**src/rtl/sprite_mask_arbiter_if.sv**
```systemverilog
// Handshake bundle between the sprite pixel requesters, the shared mask ROM and the arbiter.
// Signal suffixes are named from the arbiter's point of view.
interface sprite_mask_arbiter_if #(
  parameter int NUM_REQ = 4,
  parameter int ID_W    = 2
);
  logic                   enable_i;
  logic [NUM_REQ-1:0]     req_i;
  logic [NUM_REQ*8-1:0]   addr_bus_i;
  logic [NUM_REQ-1:0]     grant_o;
  logic [7:0]             rom_addr_o;
  logic                   rom_mask_i;
  logic                   mask_o;
  logic                   mask_valid_o;
  logic [ID_W-1:0]        mask_id_o;
  logic                   busy_o;

  modport slave (
    input  enable_i, req_i, addr_bus_i, rom_mask_i,
    output grant_o, rom_addr_o, mask_o, mask_valid_o, mask_id_o, busy_o
  );

  modport master (
    output enable_i, req_i, addr_bus_i, rom_mask_i,
    input  grant_o, rom_addr_o, mask_o, mask_valid_o, mask_id_o, busy_o
  );
endinterface

```
**src/rtl/sprite_mask_arbiter.sv**
```systemverilog
// Round-robin arbiter sharing one 16x16 sprite mask ROM among NUM_REQ requesters, 2-clock lookup.
// Define MASK_ARB_FIXED_PRIO_EN for fixed priority (lowest index wins, no RR pointer).
module sprite_mask_arbiter #(
  parameter int NUM_REQ = 4,
  parameter int ID_W    = 2
) (
  input  logic                  clk,
  input  logic                  rst,
  sprite_mask_arbiter_if.slave  bus
);

  typedef enum logic [1:0] {IDLE, RUN, DRAIN} state_t;

  state_t             state_q, state_d;
  logic [NUM_REQ-1:0] eff;
  logic [NUM_REQ-1:0] grant_q;
  logic               found;
  logic               grant_en;
  logic [ID_W-1:0]    win;
  logic [7:0]         sel_addr;
  logic               v1_q;
  logic [ID_W-1:0]    id1_q;
  logic [7:0]         rom_addr_q;
  logic               mask_q;
  logic               mask_valid_q;
  logic [ID_W-1:0]    mask_id_q;
  logic               busy_q;

  // A request is masked in the cycle its grant is visible, before the requester drops it.
  assign eff      = bus.req_i & ~grant_q;
  assign grant_en = found && (state_q == RUN);

`ifdef MASK_ARB_FIXED_PRIO_EN
  always_comb begin
    found = 1'b0;
    win   = '0;
    for (int i = 0; i < NUM_REQ; i++) begin
      if (!found && eff[i]) begin
        found = 1'b1;
        win   = ID_W'(i);
      end
    end
  end
`else
  logic [ID_W-1:0] ptr_q, ptr_d;

  always_comb begin
    logic [ID_W:0]   j;
    logic [ID_W-1:0] idx;
    found = 1'b0;
    win   = '0;
    j     = '0;
    idx   = '0;
    for (int i = 0; i < NUM_REQ; i++) begin
      j = {1'b0, ptr_q} + (ID_W+1)'(i);
      if (j >= (ID_W+1)'(NUM_REQ)) j = j - (ID_W+1)'(NUM_REQ);
      idx = j[ID_W-1:0];
      if (!found && eff[idx]) begin
        found = 1'b1;
        win   = idx;
      end
    end
    ptr_d = ptr_q;
    if (grant_en) ptr_d = (win == ID_W'(NUM_REQ-1)) ? '0 : win + 1'b1;
  end

  always_ff @(posedge clk or posedge rst) begin
    if (rst) ptr_q <= '0;
    else     ptr_q <= ptr_d;
  end
`endif

  always_comb begin
    sel_addr = rom_addr_q;
    for (int k = 0; k < NUM_REQ; k++) begin
      if (win == ID_W'(k)) sel_addr = bus.addr_bus_i[8*k +: 8];
    end
  end

  // DRAIN leaves as soon as stage 1 is empty, so IDLE follows the last valid mask directly.
  always_comb begin
    state_d = state_q;
    case (state_q)
      IDLE:    if (bus.enable_i) state_d = RUN;
      RUN:     if (!bus.enable_i) state_d = DRAIN;
      DRAIN:   if (bus.enable_i) state_d = RUN;
               else if (!v1_q)   state_d = IDLE;
      default: state_d = IDLE;
    endcase
  end

  always_ff @(posedge clk or posedge rst) begin
    if (rst) begin
      state_q      <= IDLE;
      busy_q       <= 1'b0;
      grant_q      <= '0;
      rom_addr_q   <= 8'h00;
      v1_q         <= 1'b0;
      id1_q        <= '0;
      mask_q       <= 1'b0;
      mask_valid_q <= 1'b0;
      mask_id_q    <= '0;
    end else begin
      state_q <= state_d;
      busy_q  <= (state_d != IDLE);
      // Stage 1: grant and ROM address
      grant_q <= grant_en ? (NUM_REQ'(1) << win) : '0;
      v1_q    <= grant_en;
      if (grant_en) begin
        rom_addr_q <= sel_addr;
        id1_q      <= win;
      end
      // Stage 2: capture the ROM's combinational mask bit
      mask_valid_q <= v1_q;
      if (v1_q) begin
        mask_q    <= bus.rom_mask_i;
        mask_id_q <= id1_q;
      end
    end
  end

  assign bus.grant_o      = grant_q;
  assign bus.rom_addr_o   = rom_addr_q;
  assign bus.mask_o       = mask_q;
  assign bus.mask_valid_o = mask_valid_q;
  assign bus.mask_id_o    = mask_id_q;
  assign bus.busy_o       = busy_q;

endmodule

```
**src/flat_wrapper.sv**
```systemverilog
// flat-port wrapper written by rule: the top's interface ports become plain ports
module sprite_mask_arbiter_flat 
#(
  parameter int NUM_REQ = 4,
  parameter int ID_W    = 2
)
  (clk, rst, bus_enable_i, bus_req_i, bus_addr_bus_i, bus_rom_mask_i, bus_grant_o, bus_rom_addr_o, bus_mask_o, bus_mask_valid_o, bus_mask_id_o, bus_busy_o);
  sprite_mask_arbiter_if #(.NUM_REQ(NUM_REQ), .ID_W(ID_W)) bus_i ();
  input  logic clk;
  input  logic rst;
  input wire logic [$bits(bus_i.enable_i)-1:0] bus_enable_i;
  input wire logic [$bits(bus_i.req_i)-1:0] bus_req_i;
  input wire logic [$bits(bus_i.addr_bus_i)-1:0] bus_addr_bus_i;
  input wire logic [$bits(bus_i.rom_mask_i)-1:0] bus_rom_mask_i;
  output wire logic [$bits(bus_i.grant_o)-1:0] bus_grant_o;
  output wire logic [$bits(bus_i.rom_addr_o)-1:0] bus_rom_addr_o;
  output wire logic [$bits(bus_i.mask_o)-1:0] bus_mask_o;
  output wire logic [$bits(bus_i.mask_valid_o)-1:0] bus_mask_valid_o;
  output wire logic [$bits(bus_i.mask_id_o)-1:0] bus_mask_id_o;
  output wire logic [$bits(bus_i.busy_o)-1:0] bus_busy_o;
  assign bus_i.enable_i = bus_enable_i;
  assign bus_i.req_i = bus_req_i;
  assign bus_i.addr_bus_i = bus_addr_bus_i;
  assign bus_i.rom_mask_i = bus_rom_mask_i;
  assign bus_grant_o = bus_i.grant_o;
  assign bus_rom_addr_o = bus_i.rom_addr_o;
  assign bus_mask_o = bus_i.mask_o;
  assign bus_mask_valid_o = bus_i.mask_valid_o;
  assign bus_mask_id_o = bus_i.mask_id_o;
  assign bus_busy_o = bus_i.busy_o;
  sprite_mask_arbiter #(.NUM_REQ(NUM_REQ), .ID_W(ID_W)) u_core (.clk(clk), .rst(rst), .bus(bus_i));
endmodule
```
**config.mk**
```make
export PLATFORM = sky130hd
export DESIGN_NAME = sprite_mask_arbiter_flat
export DESIGN_NICKNAME = d
export VERILOG_FILES = /design/src/rtl/sprite_mask_arbiter_if.sv /design/src/rtl/sprite_mask_arbiter.sv /design/src/flat_wrapper.sv
export SDC_FILE = /design/constraint.sdc
export NUM_CORES = 1
export LEC_CHECK = 0
export ABC_AREA = 1
export BUFFER_PORTS_ARGS = -buffer_cell sky130_fd_sc_hd__buf_4
export CAP_MARGIN = 10
export CORE_ASPECT_RATIO = 2
export CORE_MARGIN = 8
export CORE_UTILIZATION = 51
export CTS_CLUSTER_DIAMETER = 100
export DETAILED_ROUTE_END_ITERATION = 6
export PLACE_DENSITY = 0.88
export SLEW_MARGIN = 25
export SYNTH_ARGS = -nofsm -noshare
export SYNTH_HDL_FRONTEND = slang
export SYNTH_SLANG_ARGS = --single-unit
export TNS_END_PERCENT = 20
```
**constraint.sdc**
```tcl
create_clock -name clk -period 5.7 [get_ports clk]
set_input_delay 0.285 -clock clk [delete_from_list [all_inputs] [get_ports clk]]
set_output_delay 0.285 -clock clk [all_outputs]
set_load 0.02 [all_outputs]
```
==> metrics.txt, run 1 <==
# DRC 0; nets@finish a little under 300; n_diodes 0; Mapped Cells 198; Synth Cell Area 1460 µm²; net load switching power 0.000620 W; Netlist cell types 23; initial antenna violation count 0; internal power approximately 0.00062 W; max-cap violations 0; total power 0.00124 W; RePlAce Congestion 0.873; Sink Count 24; post-DR vias/cell around 5.3; Hold Path Origin bus_enable_i; Rel. slew slack 39.6%; flops & latches, synth 24; Final Hold Vio Count 0; Synth area leader dfrtp_1; FMAX ~340 MHz; Synth Net Count 242; Slew Limit Fails 0; crit path DAT 3070 ps; hold depth 2; cts bufs inserted 3; Synth area leaders dfrtp_1, nand2_1, nand3_1; Die W around 54 µm; Area Growth Syn to Fin 32.9%; Syn Area/Cell 7.39 µm²; IO Pins 57; critical path peak fanout 9; Post-synth EDFFs 0; GRT Overall Usage between 10% and 20%; fin crit period 2900 ps; drt initial violations 33; launching point of the worst reg2reg path u_core.ptr_q[0]; CTS tree built; Worst EP required between 5000 and 6000 ps; Placed Cells 277; HPWL Detailed 3170 µm; Antenna Nets Post-Route 0; top_reg_cell synth dfrtp_1; post-CTS sizing 0; post-route insts no fill around 280; Comb pwr share between 60 and 70%; Hold/Removal Path Class in -> reg; sw frac 49.9%; Crit Path Class reg -> reg; top-count cell post-synth nand2_1; vias in the first global route 1595; hold_ws 171 ps; DIE HEIGHT 91.8 µm; Setup WS pre-CTS 2910 ps; Post-CTS Setup Bufs 0; largest net degree at the start of global routing 25; Worst Max-Slew Pin Slew 904 ps; Reg clk slew, reported paths about 90 ps; Hold Buf Count CTS 0; post-synthesis sequential area ratio 41.0%; core area about 2700 µm²; endpoint class of the critical path flip-flop; Initial Util between 50 and 60%; Reg2Reg Depth 17; power per cell area 638 nW/µm²; port buffer count 56; peak supply drop 0.442 mV; Bufs on Longest Clock Path 2; status completed; Synth top cells by count nand2_1, dfrtp_1, nand3_1; total wire length 3980 µm; skew final 0.947 ps; Setup WS post-layout roughly 2800 ps; clock root buffer clkbuf_8; Final setup viols 0; Ys Warns 0; RSZ-0062 raised after global routing false; TNS Setup 0 ps; clock latency on the worst-skew pair approximately 270 ps; Routed WL per cell 14.2 µm; area share of the largest cell type after synthesis 41.0%; Pre-Repair DR Iteration Count 4; total grt overflow 0; first-pass GRT wire length roughly 6800 µm; Critical Path Start Type flip-flop; Final period util between 50 and 60%; vias 1494; die area 4950 µm²; Seq pwr share a little under a quarter; share of layout cells above drive strength 1 31.0%; asr flop ratio synth 100%; Row Count 27; P_leak around 1.1 nW; clock share of power 12.2%; CTS H-tree depth 1; Critical Path Source u_core.ptr_q[0]
[final timing paths]
path	slack [ps]	to
setup / recovery	2800	u_core.bus.rom_addr_o[1]
hold / removal	170	u_core.state_q[1]
setup reg to reg	2800	u_core.bus.rom_addr_o[1]
hold reg to reg	490	u_core.bus.rom_addr_o[1]
max in group asynchronous	4940	u_core.ptr_q[0]
min in group asynchronous	210	u_core.bus.rom_addr_o[0]
[sequential cells by signal (all words and copies together), names as in the netlist]
register,cells
u_core.bus.busy_o,1
u_core.bus.mask_id_o,2
u_core.ptr_q,2
u_core.bus.grant_o,4
u_core.bus.mask_valid_o,1
u_core.bus.rom_addr_o,8
u_core.v1_q,1
u_core.id1_q,2
u_core.state_q,2
u_core.bus.mask_o,1
[cells in the final DEF, fill, tap and decap left out]
cell type / count
bufinv_16: 1
clkbuf_8: 3
a211oi_1: 1
inv_1: 16
mux2_2: 3
nor2_2: 2
inv_2: 2
nand2_2: 4
o21ai_0: 17
nand3_2: 5
a31oi_1: 2
clkinv_1: 1
buf_4: 56
dfrtp_1: 24
nor3_1: 1
nand4_1: 2
nand2_4: 1
nand2_1: 73
nand3_1: 21
a21oi_1: 3
nand4_2: 1
ha_1: 4
nor2_1: 9
[power by group through the flow]
stage | registers (W) | clock network [W] | logic (W)
6_report | 0.000288 | 0.000151 | 0.000803
5_1_grt | 0.000296 | 0.000158 | 0.000914
4_1_cts | 0.000287 | 0.000150 | 0.000808
3_5_place_dp | 0.000290 | 0 | 0.000802
3_3_place_gp | 0.000287 | 0 | 0.000773
2_1_floorplan | 0.000336 | 0 | 0.000538
[metal layers]
layer  track usage, %  routed length, µm
met1             17.3               1390
met2             31.4               2280
met3             3.24                190
met4             9.32                120
met5                0                  0
[through the flow]
step / utilization (%) / cell area, µm²
finish: 71.1 / 1950
global placement: 68.5 / 1870
floorplan: - / 1460
global route: 71.1 / 1950
CTS: 71.1 / 1950
detailed placement: 68.5 / 1870
[layout make-up]
type,count,area [µm²]
Clock buffer,3,41.3
Clock inverter,1,30.0
Fill cell,234,791
Inverter,19,71.3
Multi-Input combinational cell,149,746
Sequential cell,24,601
Tap cell,29,36.3
Timing Repair Buffer,56,420
[worst max-delay path: stages, from the launching register on]
cell and delay (ps):
dfrtp_1 490, inv_2 170, nand3_1 160, nand3_2 120, nand2_2 100, nand2_1 110, nand2_1 50, nand2_1 60
nand2_1 80, nor2_1 220, ha_1 390, clkinv_1 300, nor2_1 160, nor3_1 60, a21oi_1 110, o21ai_0 90
nand2_1 90, nand2_1 40
[kinds of logic after synthesis]
| family | synth area share (%) |
|---|---|
| flip-flops | 41.0 |
| AO/OA/AOI/OAI | 8.20 |
| AND/OR/NAND/NOR | 37.0 |
| multiplexers | 2.31 |
| buffers and inverters | 8.03 |
| adder cells (fa/ha/maj) | 3.42 |
No activity file was read; power rests on OpenSTA's default activity.
==> run 2: changes to the inputs <==
--- a/config.mk
+++ b/config.mk
@@ -5,15 +5,15 @@
 export SDC_FILE = /design/constraint.sdc
 export NUM_CORES = 1
 export LEC_CHECK = 0
-export ABC_AREA = 1
+export ABC_AREA = 0
 export BUFFER_PORTS_ARGS = -buffer_cell sky130_fd_sc_hd__buf_4
 export CAP_MARGIN = 10
 export CORE_ASPECT_RATIO = 2
 export CORE_MARGIN = 8
-export CORE_UTILIZATION = 51
+export CORE_UTILIZATION = 42
 export CTS_CLUSTER_DIAMETER = 100
 export DETAILED_ROUTE_END_ITERATION = 6
-export PLACE_DENSITY = 0.88
+export PLACE_DENSITY = 0.8
 export SLEW_MARGIN = 25
 export SYNTH_ARGS = -nofsm -noshare
 export SYNTH_HDL_FRONTEND = slang
==> constraint.sdc (replaced) <==
create_clock -name clk -period 2.61 [get_ports clk]
set_input_delay 0.1305 -clock clk [delete_from_list [all_inputs] [get_ports clk]]
set_output_delay 0.1305 -clock clk [all_outputs]
set_load 0.02 [all_outputs]
==> metrics.txt, run 2 <==
status completed; asr flop ratio synth between 90% and 100%; fill cell count 250; net load switching power 0.000672 W; share of layout cells above drive strength 1 39.0%; P_leak 0.889 nW; peak supply drop 0.538 mV; Bufs on Longest Clock Path 2; Final Hold Vio Count 0; Die W 55.2 µm; area share of the largest cell type after synthesis between 40 and 50%; max-cap violations 0; Placed Cells 208; Ys Warns 0; Netlist cell types 29; final instance area 1800 µm²; Reg clk slew, reported paths ~80 ps; Comb pwr share roughly 50%; nets@finish 227; sw frac around 38%; Syn Area/Cell 10.2 µm²; # DRC 0; clock latency on the worst-skew pair 260 ps; DIE HEIGHT 94.4 µm; RSZ-0062 raised after global routing false; Synth top cells by count dfrtp_1, nand2_1, o21ai_0; die area 5210 µm²; max FFs per register 8; Antenna Nets Post-Route 0; internal power 0.00111 W; Mapped Cells 126; FMAX between 400 and 500 MHz; port buffer count 56; initial antenna violation count 0; top-count cell post-synth dfrtp_1; first-pass GRT wire length 5510 µm; GRT Overall Usage between 10% and 20%; vias 1106; Hold/Removal Path Class in -> async; Row Count 28; Post-CTS Setup Bufs 0; vias in the first global route 1222; Sink Count 24; TNS Setup 0 ps; core area 2940 µm²; Post-DP Area 1730 µm²; Reg2Reg Depth 8; Final period util 91.4%; drt initial violations 12; post-synthesis sequential area ratio approximately 47%; Hold Buf Count CTS 0; Synth area leader dfrtp_1; most common cell after layout, fill and taps aside buf_4; power per cell area 991 nW/µm²; total wire length 3290 µm; post-CTS sizing 0; Seq pwr share 32.8%; largest net degree at the start of global routing 26; Worst Max-Slew Pin Slew 864 ps; total grt overflow 0; Area Growth Syn to Fin 39.1%; Pre-Repair DR Iteration Count 4; skew final ~3 ps; Post-synth EDFFs 0; Synth Net Count 170; Routed WL per cell 15.5 µm; n_diodes 0; total power 0.00178 W; clock root buffer clkbuf_8; Crit Path Class reg -> reg; Synth Cell Area ~1300 µm²; Synth area leaders dfrtp_1, mux2i_1, o21ai_0; crit path DAT 2530 ps; Final setup viols 0; Initial Util 43.9%; Critical Path Start Type flip-flop; endpoint class of the critical path flip-flop; flops & latches, synth 24; top_reg_cell synth dfrtp_1; Slew Limit Fails 0; Final Core Density roughly three fifths; CTS H-tree depth 1; IO Pins 57; most frequent cells in the layout buf_4, dfrtp_1, nand2_1, o21ai_0, mux2i_1; critical path peak fanout 9; fin crit period 2390 ps; cts bufs inserted 3; Worst EP required 2750 ps; post-route insts no fill 212; post-DR vias/cell around 5.2; CTS tree built; Rel. slew slack between 40% and 50%; clock share of power 17.8%; RePlAce Congestion 0.770
==> run 2: path summary, 6_finish.rpt <==
check,slack [ps],from,endpoint
worst min register to register,490,u_core.v1_q,u_core.bus.mask_valid_o
worst max register to register,220,u_core.bus.grant_o[1],u_core.bus.rom_addr_o[3]
worst min-delay path,40,rst,u_core.bus.busy_o
max in group asynchronous,2030,rst,u_core.bus.rom_addr_o[5]
min in group clk,40,bus_enable_i,u_core.state_q[1]
worst max-delay path,220,u_core.bus.grant_o[1],u_core.bus.rom_addr_o[3]
==> run 2: power groups by stage <==
stage	sequential (W)	combinational [W]	clock, W
after floorplan	0.000692	0.000475	0
after global placement	0.000584	0.000857	0
after detailed placement	0.000590	0.000893	0
after CTS	0.000584	0.000897	0.000322
after global routing	0.000605	0.000977	0.000339
final	0.000585	0.000879	0.000317
==> run 2: critical path, stage by stage, from the launching register on <==
cell and delay [ps]:
dfrtp_1 380, nor2b_1 360, a21oi_1 70, o22ai_1 330, ha_1 540, mux2i_1 240
o21ai_0 100, mux2i_1 140, o21ai_0 100
==> run 2: area by class of cell <==
cell class	instances	area (µm²)	area share (%)
timing repair buffer	58	435	24.2
sequential	24	601	33.4
tap	30	37.5	2.09
clock buffer	3	41.3	2.30
clock inverter	1	30.0	1.67
multi-input combinational	92	637	35.4
inverter	4	15.0	0.836
==> run 2: stage by stage <==
stage                     setup slack, ps  hold slack (ps)
final                                 224             40.3
after global routing                 35.0             31.7
after CTS                             193             34.4
after detailed placement              217              321
after global placement                338              299
after floorplan                       373              145
==> run 2: cells by family after synthesis <==
| kind of cell | count (synthesis) | synth area share [%] |
|---|---|---|
| AO/OA/AOI/OAI | 29 | 14.1 |
| adder cells (fa/ha/maj) | 4 | 3.88 |
| buffers and inverters | 10 | 4.17 |
| flip-flops | 24 | 46.5 |
| multiplexers | 19 | 15.0 |
| AND/OR/NAND/NOR | 40 | 16.3 |
==> run 2: metal layers <==
metal | GRT usage, % | vias up | share of wire (%)
met3 | 4.30 | 6 | 7.4
met2 | 25.3 | 44 | 58
met5 | 0 | - | 0
li1 | - | 542 | -
met4 | 5.17 | 0 | 1.7
met1 | 10.5 | 514 | 33
==> run 3: changes to the inputs <==
--- a/config.mk
+++ b/config.mk
@@ -10,10 +10,10 @@
 export CAP_MARGIN = 10
 export CORE_ASPECT_RATIO = 2
 export CORE_MARGIN = 8
-export CORE_UTILIZATION = 42
+export CORE_UTILIZATION = 25
 export CTS_CLUSTER_DIAMETER = 100
 export DETAILED_ROUTE_END_ITERATION = 6
-export PLACE_DENSITY = 0.8
+export PLACE_DENSITY = 0.54
 export SLEW_MARGIN = 25
 export SYNTH_ARGS = -nofsm -noshare
 export SYNTH_HDL_FRONTEND = slang
==> constraint.sdc (replaced) <==
create_clock -name clk -period 2.61 [get_ports clk]
set_input_delay 0.261 -clock clk [delete_from_list [all_inputs] [get_ports clk]]
set_output_delay 0.261 -clock clk [all_outputs]
set_load 0.02 [all_outputs]
==> metrics.txt, run 3 (synthesis results as in run 2) <==
status completed; # DRC 0; most common cell after layout, fill and taps aside buf_4; sw frac 37.1%; Die W 66.8 µm; TNS Setup 0 ps; max FFs per register 8; drt initial violations 30; largest net degree at the start of global routing 26; cts bufs inserted 3; Final setup viols 0; fin crit period 2300 ps; peak supply drop 0.463 mV; Slew Limit Fails 0; Crit Path Class reg -> reg; CTS tree built; most frequent cells in the layout buf_4, dfrtp_1, nand2_1, o21ai_0, mux2i_1; DIE HEIGHT roughly 120 µm; Pre-Repair DR Iteration Count 4; share of layout cells above drive strength 1 between 30% and 40%; Hold/Removal Path Class in -> async; Worst EP required 2800 ps; internal power 0.00115 W; post-DR vias/cell between 4 and 5; Reg clk slew, reported paths 90 ps; core area 5050 µm²; power per cell area between 900 and 1000 nW/µm²; Initial Util 25.6%; port buffer count 56; Critical Path Start Type flip-flop; Final period util 88.0%; net load switching power 0.000677 W; Antenna Nets Post-Route 0; crit path DAT about 2500 ps; Rel. slew slack 41.7%; max-cap violations 0; Area Growth Syn to Fin 43.6%; P_leak ~0.89 nW; vias in the first global route 1206; RePlAce Congestion slightly below 0.7; clock share of power 17.6%; Hold Buf Count CTS 0; IO Pins 57; die area around 7900 µm²; Comb pwr share between 50% and 60%; Row Count 37; HPWL Detailed 2640 µm; nets@finish 228; Sink Count 24; vias 1080; first-pass GRT wire length ~5400 µm; CP Cell Sequence nor2b_1, a22oi_1, o211ai_1, nor2_1, ha_1, buf_12, mux2i_1, o21ai_0, mux2i_1, o21ai_0; FMAX 435 MHz; clock root buffer clkbuf_8; Final Core Density 36.7%; critical path peak fanout 6; skew final 3.88 ps; Worst path max stage delay 380 ps; endpoint class of the critical path flip-flop; total grt overflow 0; n_diodes 0; Routed WL per cell 13.3 µm; Bufs on Longest Clock Path 2; total power 0.00182 W; Seq pwr share approximately a third; Worst Max-Slew Pin Slew ~870 ps; GRT Overall Usage approximately 8.5%; clock latency on the worst-skew pair about 260 ps; total wire length 3210 µm; Post-CTS Setup Bufs 0; initial antenna violation count 0; Final Hold Vio Count 0; CTS H-tree depth 1; RSZ-0062 raised after global routing false; Worst path slowest cell dfrtp_1
[run 3: changes by cell type in the layout (fill, tap and decap cells not counted), sizes merged]
cell    before  now
inv          4    3
clkinv       0    1
buf         58   59
[run 3: per-stage QoR]
step | hold slack, ps | area (µm²) | worst slack [ps] | instances
global route | 120 | 1850 | 61.4 | 241
detailed placement | 441 | 1780 | 282 | 237
floorplan | 276 | 1290 | 373 | 126
global placement | 431 | 1780 | 325 | 237
CTS | 150 | 1850 | 272 | 241
finish | 71.5 | 1850 | 314 | 241
[run 3: per-layer routing]
metal | part of all wire, % | wire length [µm] | GRT usage [%] | vias to the layer above
li1 | - | - | - | 542
met3 | 10 | 327 | 3.43 | 2
met2 | 50 | 1610 | 14.0 | 43
met4 | 0.37 | 12 | 2.02 | 0
met5 | 0 | 0 | 0 | -
met1 | 39 | 1260 | 9.72 | 493
[run 3: worst paths after layout]
check	from	endpoint	slack, ps	depth (start not counted)
worst max-delay path	u_core.bus.grant_o[0]	u_core.bus.rom_addr_o[3]	310	10
worst min-delay path	rst	u_core.bus.mask_id_o[1]	70	2
worst max register to register	u_core.bus.grant_o[0]	u_core.bus.rom_addr_o[3]	310	10
worst min register to register	u_core.v1_q	u_core.bus.mask_valid_o	490	0
max in group asynchronous	rst	u_core.ptr_q[1]	2140	2
min in group clk	bus_enable_i	u_core.state_q[1]	160	2
[run 3: power groups by stage]
stage	combinational [W]	clock, W	sequential (W)
after floorplan	0.000475	0	0.000692
after detailed placement	0.000938	0	0.000592
after global placement	0.000931	0	0.000589
after CTS	0.000938	0.000334	0.000588
after global routing	0.00102	0.000343	0.000604
final	0.000921	0.000321	0.000583
[run 3: repair_timing]
item	CTS	global route
endpoints found under the hold margin	0	0
gates resized for setup	0	1
endpoints found under the setup margin	0	1
[run 3: cell type report]
type | instances | area, µm²
fill | 514 | 3190
multi-input combinational | 92 | 639
sequential | 24 | 601
timing repair buffer | 59 | 455
tap | 58 | 72.6
clock buffer | 3 | 41.3
clock inverter | 1 | 30.0
inverter | 4 | 15.0
[run 3: critical path, delay by kind of cell, from the launching register on]
family / cells / cell delay [ps]
AO/OA/AOI/OAI: 4 / 700
AND/OR/NAND/NOR: 2 / 490
flip-flops: 1 / 380
adder cells (fa/ha/maj): 1 / 290
multiplexers: 2 / 190
buffers and inverters: 1 / 170
